$ cat src/rtl/tuner_disp_pkg.sv
// Shared display constants, colours and state encoding for the tuner overlay.
// Also holds the cents clamp used when a pitch measurement is captured.
package tuner_disp_pkg;

    localparam int SCREEN_W   = 640;
    localparam int SCREEN_H   = 480;
    localparam int NOTE_COUNT = 12;

    localparam logic [2:0] BLACK = 3'b000;
    localparam logic [2:0] RED   = 3'b100;
    localparam logic [2:0] GREEN = 3'b010;

    typedef enum logic [1:0] {
        IDLE  = 2'd0,
        TRACK = 2'd1,
        LOCK  = 2'd2,
        FADE  = 2'd3
    } tuner_state_e;

    function automatic logic signed [7:0] clamp_cents(input logic signed [7:0] c);
        if (c > 8'sd50)
            return 8'sd50;
        else if (c < -8'sd50)
            return -8'sd50;
        return c;
    endfunction

endpackage

$ cat src/rtl/tuner_square_hit.sv
// Registered pixel-in-box comparator: one cycle after pix_x/pix_y, hit says
// whether that pixel lies inside the inclusive box and en was high.
module tuner_square_hit (
    input  logic       clk,
    input  logic       rst_n,
    input  logic       en,
    input  logic [9:0] x_lo,
    input  logic [9:0] x_hi,
    input  logic [9:0] y_lo,
    input  logic [9:0] y_hi,
    input  logic [9:0] pix_x,
    input  logic [9:0] pix_y,
    output logic       hit
);

    always_ff @(posedge clk or negedge rst_n) begin
        if (!rst_n)
            hit <= 1'b0;
        else
            hit <= en && (pix_x >= x_lo) && (pix_x <= x_hi)
                      && (pix_y >= y_lo) && (pix_y <= y_hi);
    end

endmodule

$ cat src/rtl/tuner_square_ctrl.sv
// Frame-synchronous tuner indicator square: buffers one pitch measurement,
// slews the square toward its target each frame and sequences IDLE/TRACK/LOCK/FADE.
module tuner_square_ctrl
    import tuner_disp_pkg::*;
#(
    parameter int H_CENTER      = 320,
    parameter int PX_PER_CENT   = 2,
    parameter int SQ_HALF_W     = 5,
    parameter int SQ_Y_T        = 200,
    parameter int SQ_Y_B        = 250,
    parameter int STEP_MAX      = 4,
    parameter int IN_TUNE_CENTS = 5,
    parameter int LOCK_FRAMES   = 8,
    parameter int HOLD_FRAMES   = 60,
    parameter int FADE_FRAMES   = 30,
    parameter int BLINK_FRAMES  = 5
) (
    input  logic       clk,
    input  logic       rst_n,
    input  logic       frame_tick,
    input  logic       meas_valid,
    output logic       meas_ready,
    input  logic [3:0] meas_note,
    input  logic [7:0] meas_cents,
    input  logic [9:0] pix_x,
    input  logic [9:0] pix_y,
    output logic       square_on,
    output logic [2:0] square_rgb,
    output logic [3:0] note_idx,
    output logic       in_tune
);

    localparam int LW = $clog2(LOCK_FRAMES + 1);
    localparam int HW = $clog2(HOLD_FRAMES + 1);
    localparam int FW = $clog2(FADE_FRAMES + 1);
    localparam int BW = $clog2(BLINK_FRAMES + 1);

    tuner_state_e    state, state_n;
    logic [9:0]      cur_x, cur_x_n, tgt_x, tgt_x_n;
    logic [3:0]      note_n;
    logic [LW-1:0]   lock_cnt, lock_n;
    logic [HW-1:0]   hold_cnt, hold_n;
    logic [FW-1:0]   fade_cnt, fade_n;
    logic [BW-1:0]   blink_cnt, blink_cnt_n;
    logic            blink_on, blink_on_n;

    logic            pend_full, pend_tune;
    logic [3:0]      pend_note;
    logic [9:0]      pend_x;

    logic signed [7:0]  cents_c;
    logic signed [10:0] raw_x;
    logic [9:0]         in_x;
    logic               in_tune_beat;
    logic               xfer, take, apply, note_chg;
    logic [3:0]         app_note;
    logic [9:0]         app_x;
    logic               app_tune;

    always_comb begin
        cents_c = clamp_cents(meas_cents);
        raw_x   = 11'(H_CENTER) + 11'(PX_PER_CENT) * 11'(cents_c);
        if (raw_x < 11'(SQ_HALF_W))
            in_x = 10'(SQ_HALF_W);
        else if (raw_x > 11'(SCREEN_W - 1 - SQ_HALF_W))
            in_x = 10'(SCREEN_W - 1 - SQ_HALF_W);
        else
            in_x = raw_x[9:0];
        in_tune_beat = (cents_c <= 8'(IN_TUNE_CENTS)) && (cents_c >= -8'(IN_TUNE_CENTS));
    end

    // Handshake: a beat transfers when meas_valid && meas_ready; ready is low only
    // while the single pending slot is full. Out-of-range notes are acked and dropped.
    assign meas_ready = !pend_full;
    assign xfer       = meas_valid && meas_ready;
    assign take       = xfer && (meas_note < 4'(NOTE_COUNT));
    assign apply      = frame_tick && (pend_full || take);
    assign app_note   = pend_full ? pend_note : meas_note;
    assign app_x      = pend_full ? pend_x    : in_x;
    assign app_tune   = pend_full ? pend_tune : in_tune_beat;

    always_ff @(posedge clk or negedge rst_n) begin
        if (!rst_n) begin
            pend_full <= 1'b0;
            pend_note <= '0;
            pend_x    <= '0;
            pend_tune <= 1'b0;
        end else if (frame_tick) begin
            pend_full <= 1'b0;
        end else if (take) begin
            pend_full <= 1'b1;
            pend_note <= meas_note;
            pend_x    <= in_x;
            pend_tune <= in_tune_beat;
        end
    end

    function automatic logic [9:0] step_toward(input logic [9:0] cur, input logic [9:0] tgt);
        if (tgt > cur + 10'(STEP_MAX))
            return cur + 10'(STEP_MAX);
        else if (cur > tgt + 10'(STEP_MAX))
            return cur - 10'(STEP_MAX);
        return tgt;
    endfunction

    always_comb begin
        state_n     = state;
        cur_x_n     = cur_x;
        tgt_x_n     = tgt_x;
        note_n      = note_idx;
        lock_n      = lock_cnt;
        hold_n      = hold_cnt;
        fade_n      = fade_cnt;
        blink_cnt_n = blink_cnt;
        blink_on_n  = blink_on;
        note_chg    = 1'b0;
        if (frame_tick) begin
            note_chg = apply && ((app_note != note_idx) || (state == IDLE));
            if (apply) begin
                tgt_x_n = app_x;
                note_n  = app_note;
            end
            cur_x_n = note_chg ? app_x : step_toward(cur_x, tgt_x_n);
            case (state)
                IDLE: begin
                    if (apply) begin
                        state_n = TRACK;
                        lock_n  = '0;
                        hold_n  = '0;
                    end
                end
                TRACK, LOCK: begin
                    if (apply) begin
                        hold_n = '0;
                        if (note_chg || !app_tune) begin
                            // A new note has not earned lock yet, so LOCK drops back too.
                            lock_n  = '0;
                            state_n = TRACK;
                        end else if (state == TRACK) begin
                            lock_n = lock_cnt + 1'b1;
                            if (lock_n == LW'(LOCK_FRAMES))
                                state_n = LOCK;
                        end
                    end else begin
                        hold_n = hold_cnt + 1'b1;
                        if (hold_n == HW'(HOLD_FRAMES)) begin
                            state_n     = FADE;
                            fade_n      = '0;
                            blink_cnt_n = '0;
                            blink_on_n  = 1'b1;
                        end
                    end
                end
                FADE: begin
                    if (apply) begin
                        state_n    = TRACK;
                        lock_n     = '0;
                        hold_n     = '0;
                        fade_n     = '0;
                        blink_on_n = 1'b1;
                    end else begin
                        fade_n = fade_cnt + 1'b1;
                        if (blink_cnt == BW'(BLINK_FRAMES - 1)) begin
                            blink_cnt_n = '0;
                            blink_on_n  = !blink_on;
                        end else begin
                            blink_cnt_n = blink_cnt + 1'b1;
                        end
                        if (fade_n == FW'(FADE_FRAMES)) begin
                            state_n    = IDLE;
                            fade_n     = '0;
                            blink_on_n = 1'b1;
                        end
                    end
                end
                default: state_n = IDLE;
            endcase
        end
    end

    always_ff @(posedge clk or negedge rst_n) begin
        if (!rst_n) begin
            state     <= IDLE;
            cur_x     <= 10'(H_CENTER);
            tgt_x     <= 10'(H_CENTER);
            note_idx  <= '0;
            lock_cnt  <= '0;
            hold_cnt  <= '0;
            fade_cnt  <= '0;
            blink_cnt <= '0;
            blink_on  <= 1'b1;
        end else begin
            state     <= state_n;
            cur_x     <= cur_x_n;
            tgt_x     <= tgt_x_n;
            note_idx  <= note_n;
            lock_cnt  <= lock_n;
            hold_cnt  <= hold_n;
            fade_cnt  <= fade_n;
            blink_cnt <= blink_cnt_n;
            blink_on  <= blink_on_n;
        end
    end

    always_comb begin
        case (state)
            TRACK:   square_rgb = RED;
            LOCK:    square_rgb = GREEN;
            FADE:    square_rgb = RED;
            default: square_rgb = BLACK;
        endcase
    end

    assign in_tune = (state == LOCK);

    tuner_square_hit u_hit (
        .clk   (clk),
        .rst_n (rst_n),
        .en    ((state != IDLE) && blink_on),
        .x_lo  (cur_x - 10'(SQ_HALF_W)),
        .x_hi  (cur_x + 10'(SQ_HALF_W)),
        .y_lo  (10'(SQ_Y_T)),
        .y_hi  (10'(SQ_Y_B)),
        .pix_x (pix_x),
        .pix_y (pix_y),
        .hit   (square_on)
    );

endmodule

$ cat config.mk
export PLATFORM = sky130hd
export DESIGN_NAME = tuner_square_ctrl
export DESIGN_NICKNAME = d
export VERILOG_FILES = /design/src/rtl/tuner_disp_pkg.sv /design/src/rtl/tuner_square_hit.sv /design/src/rtl/tuner_square_ctrl.sv
export SDC_FILE = /design/constraint.sdc
export NUM_CORES = 1
export LEC_CHECK = 0
export BUFFER_PORTS_ARGS = -buffer_cell sky130_fd_sc_hd__buf_2
export CAP_MARGIN = 25
export CORE_UTILIZATION = 35
export DETAILED_ROUTE_END_ITERATION = 12
export MAX_ROUTING_LAYER = met4
export PLACE_DENSITY = 0.61
export SLEW_MARGIN = 20
export SYNTH_ARGS = -nofsm -noshare
export SYNTH_HDL_FRONTEND = slang
export SYNTH_SLANG_ARGS = --single-unit
$ cat constraint.sdc
create_clock -name clk -period 7 [get_ports clk]
set_input_delay 1.05 -clock clk [delete_from_list [all_inputs] [get_ports clk]]
set_output_delay 1.05 -clock clk [all_outputs]
set_load 0.05 [all_outputs]
==> run_results.csv <==
group,metric,value,unit
status,outcome,"finished, final reports clean",
sta,rsz0062_at_grt,"false",
yosys,netlist_top_cells_area,"dfrtp_1, ha_1, nand2_1, o21ai_0, xnor2_1",
flow_run,cap_violations,0,
route,drtIter0Drc,263,
global_route,grt_remaining_overflow,0,
critical_path,endpoint,"cur_x[1]$_DFFE_PN0P_",
floorplanning,core,14500,sq um
floorplanning,die_w,124,um
global_route,antenna_found_initial,0,
global_route,grt_pass1_wl,20.9,mm
critical_path,r2r_slack,2.28,ns
min_path,min-delay-start,"tgt_x[0]$_DFFE_PN0P_",
route,routed_wl,12.7,mm
sta,post-route-min-period,5.43,ns
floorplanning,initial_core_util,35.8,%
yosys,synth_area_leader_cell,"dfrtp_1",
route,vias,4457,
route,firstDrtPassIters,7,
placement,port_buffers,44,
final_layout,most-common-layout-cells,"nand2_1, ha_1, dfrtp_1",
critical_path,r2r-start,"pend_full$_DFFE_PN0P_",
final_layout,final_nets,727,
power_and_ir_drop,power.density,388,nW/um^2
critical_path,critPathLaunch,"meas_cents[7]",
floorplanning,ios,46,
sta,setup_viol,0,
power_and_ir_drop,irDropWorstVdd,0.000170,V
yosys,ys_seq_area_share,30.1,%
cts,clk_latency,0.33,ns
floorplanning,rows,44,
cts,postCtsHoldBufs,0,
route,drc_errors,0,
yosys,yosysWarnings,0,
yosys,postSynthAreaPerCell,8.57,sq um
sta,hold_viol,0,
sta,layout_worst_path_cycle_share,77.5,%
final_layout,diodes,0,
cts,cts_tree,"built",
critical_path,crit_path_start_kind,"input pin",
route,wl_per_cell,15.5,um
yosys,synth_edf_count,0,
yosys,yosysTopAreaCellShare,27.5,%
sta,fin_skew,0.00736,ns
final_layout,finalInstanceArea,5830,sq um
final_layout,final_common_cell,"nand2_1",
sta,worst_pin_slew,1.12,ns
cts,clk_path_buf_depth,2,
sta,finalMaxSlewViolations,0,
global_route,grt_use_total,17.9,%
critical_path,reg2reg_to,"cur_x[1]$_DFFE_PN0P_",
cts,path_clk_slew,0.05,ns
yosys,syn_nets,699,
cts,clock-sinks,62,
final_layout,areaGrowthSynthToFinish,12.5,%
yosys,ys.flop_type,"dfrtp_1",
route,ant_nets,0,
critical_path,critPathMaxFanout,13,
critical_path,cp.arrival,5.62,ns
critical_path,end_kind,"flop",
cts,htreeDepth,3,
sta,slew_headroom,25.6,%
yosys,async_flop_share,100,%
floorplanning,die_height,124,um
placement,post_dp_cell_area,5520,sq um
placement,place_congestion,0.920,
critical_path,crit_type,"input pin to flop",
min_path,holdCritPathClass,"flop to flop",
critical_path,rr_worst_depth,15,
yosys,syn-cell-area,5180,sq um
yosys,ys_ff_latch,62,
yosys,synthCells,605,
cts,ctsRootBufferMaster,"clkbuf_16",
power_and_ir_drop,p_leak,0.00264,uW
critical_path,crit_required,7.19,ns
global_route,grt_max_degree,63,
placement,dp_hpwl,9.58,mm
floorplanning,die_area,15300,sq um
route,routed_via_density,5.42,
final_layout,drive_above_1_share,14.4,%
final_layout,fillers,1441,
sta,fmax,184,MHz
cts,cts_made_buffers,9,
sta,fin_tns_setup,0,ns
yosys,synth_cell_type_count,72,
global_route,grt_pass1_vias,4334,
cts,post_cts_buffers,0,
cts,ctsResizeCount,0,
## flip-flops by register name (all words and copies together), names as in the netlist
register	count
note_idx	4
blink_on	1
tgt_x	10
state	2
fade_cnt	5
pend_full	1
pend_tune	1
pend_note	4
u_hit.hit	1
pend_x	10
hold_cnt	6
lock_cnt	4
blink_cnt	3
cur_x	10
## synthesized netlist by cell type, types with 13 or more instances
master	number
nand2_1	61
dfrtp_1	57
mux2_2	13
o21ai_0	44
a21oi_1	33
clkbuf_1	18
nor2_1	48
mux2i_1	16
xor2_1	21
inv_1	36
xnor2_1	21
nand3_1	15
ha_1	58
## routing by layer
| layer | global-route usage [%] | up-vias | wire length, um |
|---|---|---|---|
| li1 | - | 2201 | - |
| met1 | 23.6 | 2115 | 6180 |
| met2 | 27.7 | 120 | 5710 |
| met3 | 3.02 | 21 | 567 |
| met4 | 5.87 | 0 | 252 |
| met5 | - | - | 0 |
## metrics by stage
step / setup WS (ns) / cells / power, uW / util [%] / hold slack [ns]
2_1_floorplan: 2.04 / 605 / 1510 / - / 0.439
3_5_place_dp: 1.35 / 806 / 1800 / 38.1 / 0.466
3_3_place_gp: 1.58 / 806 / 1750 / 38.1 / 0.459
6_report: 1.57 / 822 / 2260 / 40.3 / 0.477
5_1_grt: 1.29 / 822 / 2470 / 40.3 / 0.490
4_1_cts: 1.62 / 822 / 2270 / 40.3 / 0.481
## power breakdown
| group | total, uW | switching (uW) | internal (uW) |
|---|---|---|---|
| Clock | 456 | 151 | 305 |
| Sequential | 601 | 150 | 451 |
| Combinational | 1210 | 699 | 508 |
| Total | 2260 | 999 | 1260 |
## worst max-delay path, cell delays in order
cell	delay (ns)
buf_2	0.18
o21bai_1	0.19
nand2_1	0.13
inv_1	0.05
ha_1	0.29
nor4b_1	0.26
o211a_1	0.28
a2111oi_2	0.08
o31ai_2	0.47
nand2_2	0.12
nor4_1	0.30
xnor2_1	0.18
ha_1	0.27
a211oi_1	0.26
nor2_1	0.08
nor2_1	0.11
a32oi_2	0.27
or2_2	0.41
or3_1	0.36
a222oi_1	0.27
## worst min path at each step
stage	to	slack, ns	cells past startpoint
3_3_place_gp	pend_x[4]$_DFFE_PN0P_	0.46	2
6_report	tgt_x[0]$_DFFE_PN0P_	0.48	2
5_1_grt	tgt_x[0]$_DFFE_PN0P_	0.49	2
3_5_place_dp	tgt_x[0]$_DFFE_PN0P_	0.47	2
4_1_cts	tgt_x[0]$_DFFE_PN0P_	0.48	2
2_1_floorplan	tgt_x[0]$_DFFE_PN0P_	0.44	2
## kinds of logic (layout without fill, tap and decap cells)
group           count (synthesis)  after routing  share of synthesized area [%]
compound gates                151            151                           19.3
xor+xnor                       42             42                           7.10
fa+ha+maj                      59             59                           14.2
buf+inv                        67            100                           5.19
flops                          62             62                           30.1
mux                            30             30                           6.18
other cells                     1              1                         0.0724
simple gates                  193            193                           17.9
## area by class of cell
| cell class | count | area, sq um | share of cell area, % |
|---|---|---|---|
| multi-input cells | 476 | 3360 | 57.6 |
| flip-flops and latches | 62 | 1560 | 26.7 |
| clock buffers | 15 | 278 | 4.76 |
| repair buffers | 46 | 235 | 4.04 |
| well taps | 184 | 230 | 3.95 |
| inverters | 38 | 143 | 2.45 |
| clock inverters | 1 | 30.0 | 0.515 |
(Power assumes the default switching activity.)
